$ cat src/rtl/wildcube_pkg.sv
// Shared types and widths for the Wild Cube line-field game controller.
package wildcube_pkg;

    localparam int SCORE_W    = 16;
    localparam int LINE_IDX_W = 3;
    localparam int HIT_W      = 8;

    typedef enum logic [1:0] {
        ST_IDLE  = 2'd0,
        ST_ARM   = 2'd1,
        ST_PLAY  = 2'd2,
        ST_CRASH = 2'd3
    } state_e;

endpackage

$ cat src/rtl/line_crash_ctrl_if.sv
// Bundle between the video/line-stage side (master) and the crash controller (slave).
interface line_crash_ctrl_if #(
    parameter int NUM_LINES = 8
);
    logic                                 frame;
    logic                                 start;
    logic [NUM_LINES-1:0]                 line_px;
    logic                                 cube_px;
    logic                                 stop;
    logic                                 flash;
    logic                                 crash;
    logic [wildcube_pkg::LINE_IDX_W-1:0]  crash_line;
    logic [wildcube_pkg::SCORE_W-1:0]     score;

    modport master (
        output frame, start, line_px, cube_px,
        input  stop, flash, crash, crash_line, score
    );

    modport slave (
        input  frame, start, line_px, cube_px,
        output stop, flash, crash, crash_line, score
    );
endinterface

$ cat src/rtl/frame_tick_counter.sv
// Loadable down-counter stepped by frame pulses; tc_o marks the tick that reaches zero.
module frame_tick_counter #(
    parameter int W = 8
) (
    input  logic         clk,
    input  logic         reset,
    input  logic         load_i,
    input  logic [W-1:0] load_val_i,
    input  logic         tick_i,
    output logic         tc_o
);
    logic [W-1:0] cnt_q, cnt_d;

    assign tc_o = tick_i && (cnt_q == W'(1));

    always_comb begin
        cnt_d = cnt_q;
        if (load_i) begin
            cnt_d = load_val_i;
        end else if (tick_i && (cnt_q != '0)) begin
            cnt_d = cnt_q - W'(1);
        end
    end

    // NOTE: sequential state uses non-blocking assignments so every register samples pre-edge values.
    always_ff @(posedge clk) begin
        if (!reset) begin
            cnt_q <= '0;
        end else begin
            cnt_q <= cnt_d;
        end
    end
endmodule

$ cat src/rtl/line_crash_ctrl.sv
// Game-state / collision controller: drives stop and flash for the line stages,
// keeps the survival score and latches the line that caused the crash.
module line_crash_ctrl
    import wildcube_pkg::*;
#(
    parameter int NUM_LINES  = 8,
    parameter int HIT_THRESH = 4,
    parameter int ARM_FRAMES = 60,
    parameter int FLASH_DIV  = 15
) (
    input  logic              clk,
    input  logic              reset,
    line_crash_ctrl_if.slave  bus
);
    state_e                  state_q, state_d;
    logic [HIT_W-1:0]        hit_q, hit_d;
    logic [SCORE_W-1:0]      score_q, score_d;
    logic [LINE_IDX_W-1:0]   line_q, line_d;
    logic                    stop_q, stop_d;
    logic                    flash_q, flash_d;
    logic                    crash_q, crash_d;

    logic                    overlap;
    logic [LINE_IDX_W-1:0]   line_idx;
    logic                    arm_load, arm_tick, arm_tc;
    logic                    flash_load, flash_tick, flash_tc;

    assign overlap    = bus.cube_px & (|bus.line_px);
    assign arm_tick   = bus.frame && (state_q == ST_ARM);
    assign flash_tick = bus.frame && (state_q == ST_CRASH);

    frame_tick_counter #(.W(HIT_W)) u_arm_timer (
        .clk        (clk),
        .reset      (reset),
        .load_i     (arm_load),
        .load_val_i (HIT_W'(ARM_FRAMES)),
        .tick_i     (arm_tick),
        .tc_o       (arm_tc)
    );

    frame_tick_counter #(.W(HIT_W)) u_flash_div (
        .clk        (clk),
        .reset      (reset),
        .load_i     (flash_load),
        .load_val_i (HIT_W'(FLASH_DIV)),
        .tick_i     (flash_tick),
        .tc_o       (flash_tc)
    );

    // Lowest set line wins: scan downward so the last match is the smallest index.
    always_comb begin
        line_idx = '0;
        for (int i = NUM_LINES - 1; i >= 0; i--) begin
            if (bus.line_px[i]) line_idx = LINE_IDX_W'(i);
        end
    end

    // NOTE: every always_comb output gets a default first so no path can infer a latch.
    always_comb begin
        state_d    = state_q;
        hit_d      = hit_q;
        score_d    = score_q;
        line_d     = line_q;
        stop_d     = stop_q;
        flash_d    = flash_q;
        crash_d    = crash_q;
        arm_load   = 1'b0;
        flash_load = 1'b0;

        unique case (state_q)
            ST_IDLE: begin
                if (bus.start) begin
                    state_d  = ST_ARM;
                    arm_load = 1'b1;
                    stop_d   = 1'b1;
                    flash_d  = 1'b1;
                end
            end
            ST_ARM: begin
                hit_d = '0;
                if (arm_tc) state_d = ST_PLAY;
            end
            ST_PLAY: begin
                if (bus.frame) begin
                    hit_d = overlap ? HIT_W'(1) : '0;
                    if (score_q != '1) score_d = score_q + SCORE_W'(1);
                end else if (overlap && (hit_q != '1)) begin
                    hit_d = hit_q + HIT_W'(1);
                end
                if (overlap && (hit_d == HIT_W'(HIT_THRESH))) begin
                    state_d    = ST_CRASH;
                    line_d     = line_idx;
                    stop_d     = 1'b0;
                    flash_d    = 1'b0;
                    crash_d    = 1'b1;
                    flash_load = 1'b1;
                end
            end
            ST_CRASH: begin
                if (bus.start) begin
                    state_d  = ST_ARM;
                    arm_load = 1'b1;
                    hit_d    = '0;
                    score_d  = '0;
                    line_d   = '0;
                    stop_d   = 1'b1;
                    flash_d  = 1'b1;
                    crash_d  = 1'b0;
                end else if (flash_tc) begin
                    flash_d    = ~flash_q;
                    flash_load = 1'b1;
                end
            end
            default: state_d = ST_IDLE;
        endcase
    end

    always_ff @(posedge clk) begin
        if (!reset) begin
            state_q <= ST_IDLE;
            hit_q   <= '0;
            score_q <= '0;
            line_q  <= '0;
            stop_q  <= 1'b0;
            flash_q <= 1'b1;
            crash_q <= 1'b0;
        end else begin
            state_q <= state_d;
            hit_q   <= hit_d;
            score_q <= score_d;
            line_q  <= line_d;
            stop_q  <= stop_d;
            flash_q <= flash_d;
            crash_q <= crash_d;
        end
    end

    assign bus.stop       = stop_q;
    assign bus.flash      = flash_q;
    assign bus.crash      = crash_q;
    assign bus.crash_line = line_q;
    assign bus.score      = score_q;
endmodule
$ cat src/flat_wrapper.sv
// flat-port wrapper written by rule: the top's interface ports become plain ports
module line_crash_ctrl_flat import wildcube_pkg::*;
#(
    parameter int NUM_LINES  = 8,
    parameter int HIT_THRESH = 4,
    parameter int ARM_FRAMES = 60,
    parameter int FLASH_DIV  = 15
)
  (clk, reset, bus_frame, bus_start, bus_line_px, bus_cube_px, bus_stop, bus_flash, bus_crash, bus_crash_line, bus_score);
  line_crash_ctrl_if #(.NUM_LINES(NUM_LINES)) bus_i ();
  input  logic clk;
  input  logic reset;
  input wire logic [$bits(bus_i.frame)-1:0] bus_frame;
  input wire logic [$bits(bus_i.start)-1:0] bus_start;
  input wire logic [$bits(bus_i.line_px)-1:0] bus_line_px;
  input wire logic [$bits(bus_i.cube_px)-1:0] bus_cube_px;
  output wire logic [$bits(bus_i.stop)-1:0] bus_stop;
  output wire logic [$bits(bus_i.flash)-1:0] bus_flash;
  output wire logic [$bits(bus_i.crash)-1:0] bus_crash;
  output wire logic [$bits(bus_i.crash_line)-1:0] bus_crash_line;
  output wire logic [$bits(bus_i.score)-1:0] bus_score;
  assign bus_i.frame = bus_frame;
  assign bus_i.start = bus_start;
  assign bus_i.line_px = bus_line_px;
  assign bus_i.cube_px = bus_cube_px;
  assign bus_stop = bus_i.stop;
  assign bus_flash = bus_i.flash;
  assign bus_crash = bus_i.crash;
  assign bus_crash_line = bus_i.crash_line;
  assign bus_score = bus_i.score;
  line_crash_ctrl #(.NUM_LINES(NUM_LINES), .HIT_THRESH(HIT_THRESH), .ARM_FRAMES(ARM_FRAMES), .FLASH_DIV(FLASH_DIV)) u_core (.clk(clk), .reset(reset), .bus(bus_i));
endmodule
$ cat config.mk
export PLATFORM = sky130hd
export DESIGN_NAME = line_crash_ctrl_flat
export DESIGN_NICKNAME = d
export VERILOG_FILES = /design/src/rtl/wildcube_pkg.sv /design/src/rtl/line_crash_ctrl_if.sv /design/src/rtl/frame_tick_counter.sv /design/src/rtl/line_crash_ctrl.sv /design/src/flat_wrapper.sv
export SDC_FILE = /design/constraint.sdc
export NUM_CORES = 1
export LEC_CHECK = 0
export BUFFER_PORTS_ARGS = -buffer_cell sky130_fd_sc_hd__clkbuf_2
export CORE_ASPECT_RATIO = 0.8
export CORE_MARGIN = 3
export CORE_UTILIZATION = 55
export CTS_BUF_LIST = sky130_fd_sc_hd__clkbuf_4 sky130_fd_sc_hd__clkbuf_8
export DETAILED_ROUTE_END_ITERATION = 10
export GPL_ROUTABILITY_DRIVEN = 0
export PLACE_DENSITY_LB_ADDON = 0.3
export SETUP_SLACK_MARGIN = 0.2
export SLEW_MARGIN = 40
export SYNTH_ARGS = -nofsm -noshare
export SYNTH_HDL_FRONTEND = slang
export SYNTH_SLANG_ARGS = --single-unit
export TNS_END_PERCENT = 30
$ cat constraint.sdc
create_clock -name clk -period 2.9 [get_ports clk]
set_clock_uncertainty 0.1 [all_clocks]
set_input_delay 0.145 -clock clk [delete_from_list [all_inputs] [get_ports clk]]
set_output_delay 0.145 -clock clk [all_outputs]
set_load 0.03 [all_outputs]
---- Word level (Yosys, flattened, before mapping) ----
Index checks and enable logic that the tools add are counted.
word-level totals
  register bits after elaboration ......... 48
  bits of input ports ..................... 13
  output and inout bits ................... 22
  word-level logic and storage cells ...... 105
operators by class
  add/sub/neg operators ................... 4
  eq/ne operators ......................... 16
  multiplexer cells ....................... 44
  bitwise logic cells ..................... 3
  reduce and logical (&&, ||, !) cells .... 27
operators by type and width
  kind                                                                number
  16-bit two-way mux                                                  3
  8-bit two-way mux                                                   4
  16-bit one-hot mux with 2 select lines                              1
  3-bit two-way mux                                                   10
  8-bit one-hot mux with 3 select lines                               1
  16-bit by 1-bit adder with 16-bit output, second input constant     1
  8-bit by 1-bit == test with 1-bit output, second input constant     2
  16-bit != test, second input constant                               1
  8-bit nonzero test                                                  2
  8-bit by 1-bit subtractor with 8-bit output, second input constant  2
  1-bit two-way mux                                                   12
  6-bit two-way mux                                                   2
  3-bit AND reduction                                                 3
  8-bit by 1-bit adder with 8-bit output, second input constant       1
  8-bit by 3-bit == test with 1-bit output, second input constant     1
  1-bit logical AND                                                   8
  4-bit two-way mux                                                   2
  2-bit by 1-bit != test with 1-bit output, second input constant     4
  8-bit != test, second input constant                                1
  4-bit AND reduction                                                 2
  2-bit nonzero test                                                  4
  8-bit OR reduction                                                  1
  2-bit two-way mux                                                   3
  2-bit != test, second input constant                                3
  other kinds (13)                                                    20

---- Longest topological paths before layout ----
Gate-level depths: netlist (run 1).
  depth in word-level cells ............... 11
  gate-level depth with buffers ........... 10
  depth with buffers taken out ............ 8

---- Cells and area by module ----
From an unflattened synthesis (run 1), not the netlist that was laid out.
second synthesis, totals
  cells, all modules ...................... 368
  area total of the unflattened synthesis .. 2997.9 um^2
by module, submodules not included
  module                                    instances  cells an instance  area each (um^2)  seq. area each (um^2)
  line_crash_ctrl                           1          246                1961.9            640.6
  frame_tick_counter at u_core.u_flash_div  1          60                 530.5             160.2
  frame_tick_counter at u_core.u_arm_timer  1          62                 505.5             160.2

---- Least setup slack after synthesis (run 1) ----
Ideal clock, no wire load.
  path kind ............................... flip-flop to flip-flop
  start ................................... register u_core.hit_q[0]
  end ..................................... register u_core.state_q[0]
  setup time .............................. 0.059 ns
  arrival ................................. 2.218 ns
  required time ........................... 2.741 ns
  setup slack ............................. 0.522 ns
  cell stages (with the launch flop) ...... 10
  path buffers ............................ 1
  period minus slack after synthesis ...... 2.378 ns
  cells stage by stage .................... dfxtp_1 -> ha_1 -> buf_4 -> nand4_2 -> or2_4 -> a211o_1 -> a211oi_2 -> a21oi_2 -> or4_1 -> nand2_1
between the ends
  cells in the longest elaborated chain, start to end .. 9
  elaborated cells on any way between the ends .. 10
  those cells by class .................... add/sub (1); eq/ne (3); mux (3); reduce/logical (3)
ends and longest elaborated chain
  item                                                                            RTL line                source
  start, declared                                                                 line_crash_ctrl.sv:16   logic [HIT_W-1:0] hit_q, hit_d;
  start signal, assigned                                                          line_crash_ctrl.sv:129  hit_q <= hit_d;
  branches (longest 2 deep; another with 8-bit by 1-bit adder with 8-bit output)  -
  8-bit two-way mux (*)                                                           line_crash_ctrl.sv:87   end else if (overlap && (hit_q != '1)) begin
  8-bit two-way mux (*)                                                           line_crash_ctrl.sv:84   if (bus.frame) begin
  8-bit two-way mux (*)                                                           line_crash_ctrl.sv:70   unique case (state_q)
  8-bit by 3-bit == test with 1-bit output (*)                                    line_crash_ctrl.sv:90   if (overlap && (hit_d == HIT_W'(HIT_THRESH))) begin
  1-bit logical AND (*)                                                           line_crash_ctrl.sv:90
  2-bit by 1-bit != test with 1-bit output (no source line) (*)                   -
  3-bit AND reduction (no source line) (*)                                        -
  end signal, assigned                                                            line_crash_ctrl.sv:128  state_q <= state_d;
  end, declared                                                                   line_crash_ctrl.sv:15   state_e state_q, state_d;
Mark *: on every way between the ends. The select of a mux whose other input is x is not followed.
A chain may end at the register's enable or synchronous reset.

---- Worst setup path after layout (run 1) ----
  start ................................... register u_core.hit_q[1]
  end ..................................... register u_core.line_q[1] (netlist: u_core.bus.crash_line[1])
between the ends
  cells in the longest elaborated chain, start to end .. 9
  elaborated cells on any way between the ends .. 10
  those cells by class .................... add/sub (1); eq/ne (3); mux (3); reduce/logical (3)
ends and longest elaborated chain
  item                                                                            RTL line                source
  branches (longest 2 deep; another with 8-bit by 1-bit adder with 8-bit output)  -
  8-bit two-way mux (*)                                                           line_crash_ctrl.sv:87
  8-bit two-way mux (*)                                                           line_crash_ctrl.sv:84
  8-bit two-way mux (*)                                                           line_crash_ctrl.sv:70
  8-bit by 3-bit == test with 1-bit output (*)                                    line_crash_ctrl.sv:90
  1-bit logical AND (*)                                                           line_crash_ctrl.sv:90
  2-bit by 1-bit != test with 1-bit output (no source line) (*)                   -
  3-bit AND reduction (no source line) (*)                                        -
  end signal, assigned                                                            line_crash_ctrl.sv:131  line_q <= line_d;
  end, declared                                                                   line_crash_ctrl.sv:18   logic [LINE_IDX_W-1:0] line_q, line_d;
Marks and branches as above.

==> flow_summary.toml, run 1 <==
[outcome]
status = "completed"

[sta]
rsz0062_at_grt = "no"
setup_viol = 0
slew_headroom = 0.661
maxSlewViolCount = 0
fin_crit_sh = 0.897
clock.fmax_ghz = 0.385
tightest_slew_ns = 0.504
hold_viol_final = 0
setup_tns_ns = 0
fin_crit_ns = 2.60

[clocking]
cts_tree = "done"
cts_made_buffers = 5
clockBufferDepth = 2
post_cts_buffers = 0
insertion_delay_ns = 0.31
cts_sinks = 48
cts_root_buf = "clkbuf_8"
ctsHtreeMaxLevel = 2
clk_pin_slew_ns = 0.09

[floorplanning]
die_area_um2 = 5860
die_h_um = 69.1
ios = 35
die_width_um = 84.9
initial_core_util = 0.585
core_um2 = 4680
rows = 22

[yosys]
synth_cells = 333
yosysSeqAreaShare = 0.351
synth_ff_type = "dfxtp_1"
syn_area_um2 = 2740
syn_nets = 359
synth.distinct_cells = 57
async_reset_ff_frac = 0
syn_avg_cell_area_um2 = 8.22
synth-edff-count = 0
yosys_warnings = 0
synth-seq-cells = 48

[setup_path]
crit_start = "u_core.hit_q[1]"
cp_max_fo = 7
crit_arrival_ns = 2.72
reg2reg_depth = 8
r2r_end = "u_core.bus.crash_line[1]"
worstSetupPathType = "reg -> reg"
end_kind = "register"
cp.required_ns = 3.02
worstReg2RegStart = "u_core.hit_q[1]"
start_kind = "register"
r2r_setup_slack_ns = 0.30

[min_path]
hold_start = "bus_line_px[3]"
min_path_cells = 3
whs_endpoint = "u_core.bus.crash_line[2]"
hold_class = "in -> reg"

[global_routing]
grt_max_degree = 29
grt_pass1_vias = 2212
antenna_found_initial = 0
grtUsageTotal = 0.203
gr-total-overflow = 0
grt_pass1_wl_um = 10000

[layout]
antenna_cells = 0
syn_to_final_growth_pct = 13.6
drive_gt1_frac = 0.174
fin_nets = 392

[place]
dp_hpwl_um = 4150
io_buffers = 34

[power]
p_leak_uw = 0.00119
totalPowerFinal_uw = 1800
power_density_nw_per_um2 = 578
peakVddDrop_mv = 0.443

[detailed_routing]
drtAntennaViolNets = 0
drt-initial-drc-count = 306
vias = 2464
drc = 0
dr.pass1.iters = 4
routed_wl_um = 5890
wire_per_inst_um = 13.8
via_per_inst = 5.77

[run]
drv_cap = 0
==> what timing repair did <==
action                                 CTS  global route
setup endpoints to repair                0            15
endpoints found under the hold margin    1             0
hold buffers                             1             0
resized for setup                        0             6
==> cell usage after synthesis, types with 2 or more instances <==
library cell  instances  area, µm²
dfxtp_1              48        961
nor2_1               31        116
nand2_1              26       97.6
o21ai_0              20        100
a21oi_1              19       95.1
xnor2_1              18        158
nor3_1               15       75.1
ha_1                 13        163
inv_1                13       48.8
nand3_1              12       60.1
a21boi_0              9       67.6
xor2_1                9       78.8
clkbuf_1              7       26.3
and3_1                6       37.5
or3_1                 6       37.5
a31oi_1               5       31.3
nand4_1               5       31.3
nor2b_1               5       31.3
nor4_1                5       31.3
o211ai_1              5       37.5
buf_2                 4       20.0
and2_2                3       22.5
and4_1                3       26.3
nand2b_1              3       18.8
or2_2                 3       18.8
a211o_1               2       17.5
a41oi_1               2       17.5
and2_1                2       12.5
and4_2                2       20.0
buf_4                 2       15.0
nand4b_1              2       17.5
nor4b_1               2       17.5
or4_1                 2       15.0
==> stage by stage <==
stage	setup slack, ns	instance area [µm²]	utilization	std cells	hold WS [ns]
3_3_place_gp	0.366	2950	0.630	418	0.295
5_1_grt	0.179	3110	0.664	427	0.101
6_report	0.300	3110	0.664	427	0.0633
4_1_cts	0.217	3070	0.656	427	0.0502
3_5_place_dp	0.233	2950	0.630	418	0.299
2_1_floorplan	0.522	2740	-	333	0.151
==> routing by layer <==
layer / vias up / GRT usage / routed length (µm)
met5: - / 0 / 0
met4: 0 / 0.0721 / 114
li1: 1258 / - / -
met1: 1120 / 0.285 / 2810
met2: 74 / 0.304 / 2590
met3: 12 / 0.0454 / 379
==> area by class of cell <==
class | count | area, µm²
Clock buffer | 6 | 76.3
Clock inverter | 2 | 35.0
Fill cell | 405 | 1570
Inverter | 13 | 48.8
Multi-Input combinational cell | 259 | 1700
Sequential cell | 48 | 961
Tap cell | 60 | 75.1
Timing Repair Buffer | 39 | 210
==> kinds of logic after synthesis <==
| logic type | after synthesis | share of synthesized area |
|---|---|---|
| and+or+nand+nor | 141 | 0.278 |
| AOI/OAI and AO/OA | 77 | 0.181 |
| DFF | 48 | 0.351 |
| xor gates and xnor gates | 27 | 0.0864 |
| buffers and inverters | 26 | 0.0402 |
| adders and majority gates | 13 | 0.0594 |
| muxes | 1 | 0.00366 |
==> state kept, by name, summed over array words and instances (netlist names) <==
| register | cells |
|---|---|
| u_core.bus.crash_line | 3 |
| u_core.bus.crash | 1 |
| u_core.state_q | 2 |
| u_core.bus.score | 16 |
| u_core.u_arm_timer.cnt_q | 8 |
| u_core.bus.stop | 1 |
| u_core.bus.flash | 1 |
| u_core.u_flash_div.cnt_q | 8 |
| u_core.hit_q | 8 |
==> critical path, stage by stage (launching register included) <==
cell and delay [ns]:
dfxtp_1 0.43, ha_4 0.21, nand4_2 0.12, or2_4 0.30, a211o_1 0.34, a211oi_4 0.32
and2_2 0.24, nand4b_1 0.17, o31ai_1 0.28
==> worst max path at each step <==
stage / endpoint / cells after the start / slack (ns)
finish: u_core.bus.crash_line[1] / 8 / 0.30
global route: u_core.bus.crash_line[1] / 9 / 0.18
CTS: u_core.state_q[0] / 8 / 0.22
detailed placement: u_core.state_q[0] / 8 / 0.23
global placement: u_core.state_q[0] / 8 / 0.37
floorplan: u_core.state_q[0] / 9 / 0.52
==> layout by cell type, fill, tap and decap left out, drive strengths merged, types with 2 or more instances in the layout <==
cell / instances
a211oi: 2
nor2b: 5
dfxtp: 48
and2: 5
or3: 7
or4: 2
nand4b: 2
o21ai: 21
a21oi: 20
ha: 13
xor2: 9
inv: 13
clkbuf: 40
xnor2: 18
buf: 4
o211ai: 5
nor4b: 2
a31oi: 5
nand2b: 3
or2: 4
nand2: 26
a41oi: 2
and4: 5
and3: 7
a211o: 2
nand4: 6
nor3: 15
nor4: 6
a21boi: 10
nor2: 31
nand3: 12
==> where the power goes <==
| group | internal, µW | switching, µW | total (µW) |
|---|---|---|---|
| Combinational | 197 | 335 | 532 |
| Clock | 265 | 226 | 491 |
| Sequential | 714 | 59.4 | 773 |
| Total | 1180 | 620 | 1800 |
Note: power is estimated with default switching activity, not from simulation.
==> run 2, diff against run 1 <==
==> constraint.sdc (replaced) <==
create_clock -name clk -period 3.2 [get_ports clk]
set_clock_uncertainty 0.1 [all_clocks]
set_input_delay 0.16 -clock clk [delete_from_list [all_inputs] [get_ports clk]]
set_output_delay 0.16 -clock clk [all_outputs]
set_load 0.03 [all_outputs]
==> run 2 against run 1 <==
Effect of this change: setup slack better by 0.17 ns; non-clock buffer count fell by 2; worst hold slack improved by 0.036 ns; critical path depth up 1; first-iteration DRC count is 23% lower; critical endpoint is now u_core.state_q[0].
==> flow_summary.toml, run 2 (synthesized netlist as in run 1, its figures left out) <==
[power]
p_leak_uw = 0.00118
p_int_uw = 1080
power_density_nw_per_um2 = 538
peakVddDrop_mv = 0.422
power_switching_uw = 570
switching_share = 0.345
seq_power_share = 0.423
combPwrFrac = 0.295
pwr-share-clk = 0.282

[setup_path]
worstSetupPathType = "in -> reg"
start_kind = "input pin"
reg2reg_depth = 8
cp_max_fo = 11
cp.required_ns = 3.36
crit_arrival_ns = 2.89
end_kind = "register"

[detailed_routing]
drt-initial-drc-count = 237
vias = 2471
dr.pass1.iters = 4
via_per_inst = 5.81
drc = 0
wire_per_inst_um = 13.7
drtAntennaViolNets = 0
routed_wl_um = 5800

[clocking]
cts_made_buffers = 5
clockBufferDepth = 2
cts_resized = 0
cts_root_buf = "clkbuf_8"
ctsHtreeMaxLevel = 2
cts_sinks = 48
insertion_delay_ns = 0.31
clk_pin_slew_ns = 0.09
cts_tree = "done"

[sta]
fin_crit_sh = 0.853
setup_viol = 0
maxSlewViolCount = 0
tightest_slew_ns = 0.761
hold_viol_final = 0
setup_tns_ns = 0
slew_headroom = 0.492
clock.fmax_ghz = 0.367
rsz0062_at_grt = "no"
fin_crit_ns = 2.73

[layout]
fin_nets = 390
mostFrequentLayoutCell = "dfxtp_1"
multi_input_area_um2 = 1670
syn_to_final_growth_pct = 12.1
drive_gt1_frac = 0.162
final_util = 0.655
antenna_cells = 0
final.fill_count = 405
regArea_um2 = 961
layout_common_cells = "48 x dfxtp_1, 34 x clkbuf_2, 31 x nor2_1, 26 x nand2_1, 20 x o21ai_0"
largest_reg_flops = 16

[floorplanning]
die_width_um = 84.9
rows = 22
ios = 35
die_area_um2 = 5860
initial_core_util = 0.585
core_um2 = 4680
die_h_um = 69.1

[global_routing]
antenna_found_initial = 0
grt_pass1_wl_um = 9680
grtUsageTotal = 0.195
gr-total-overflow = 0
grt_max_degree = 29
grt_pass1_vias = 2178

[min_path]
hold_class = "in -> reg"
min_path_cells = 3

[run]
drv_cap = 0

[place]
io_buffers = 34
dp_hpwl_um = 4160

[outcome]
status = "completed"
[run 2: what timing repair did]
| action | 4_1_cts | 5_1_grt |
|---|---|---|
| buffers inserted | 0 | 0 |
| hold buffers | 1 | 0 |
| hold endpoints to repair | 1 | 0 |
| endpoints found under the setup margin | 0 | 0 |
[run 2: per-layer routing]
metal  up-vias  track usage  share of wire
li1       1254            -              -
met1      1147        0.263           0.49
met2        61        0.307           0.44
met3         9       0.0466          0.065
met4         0       0.0650          0.013
met5         -            0              0
[run 2: through the flow]
stage / power (µW) / instance area [µm²] / hold WS [ns] / instances / setup WS, ns
2_1_floorplan: 1070 / 2740 / 0.166 / 333 / 0.822
4_1_cts: 1660 / 3070 / 0.0903 / 425 / 0.469
3_3_place_gp: 1170 / 2940 / 0.310 / 416 / 0.651
5_1_grt: 1750 / 3070 / 0.123 / 425 / 0.286
3_5_place_dp: 1190 / 2940 / 0.308 / 416 / 0.573
6_report: 1650 / 3070 / 0.0993 / 425 / 0.472
[run 2: power by group through the flow]
stage | clock network [µW] | logic, µW | registers (µW)
finish | 466 | 486 | 698
detailed placement | 0 | 480 | 710
CTS | 475 | 487 | 697
global placement | 0 | 465 | 710
floorplan | 0 | 346 | 726
global route | 499 | 549 | 703
[run 2: area by class of cell]
| cell class | instances | area share |
|---|---|---|
| multi-input combinational | 259 | 0.543 |
| tap | 60 | 0.0245 |
| sequential | 48 | 0.313 |
| clock buffer | 6 | 0.0269 |
| inverter | 13 | 0.0159 |
| clock inverter | 2 | 0.0126 |
| timing repair buffer | 37 | 0.0636 |
[run 2: critical path, stage by stage]
cell	delay, ns
dlygate4sd3_1	0.52
clkbuf_2	0.13
nor4_1	0.05
a21boi_1	0.61
and4_2	0.36
a2bb2oi_1	0.29
a21oi_2	0.19
or4_1	0.48
nand2_1	0.08
[run 2: final timing paths]
path / start / to / slack, ns
max reg2reg: u_core.hit_q[1] / u_core.state_q[0] / 0.54
max: bus_line_px[1] / u_core.state_q[0] / 0.47
min: bus_line_px[3] / u_core.bus.crash_line[2] / 0.1
min reg2reg: u_core.bus.stop / u_core.bus.stop / 0.40
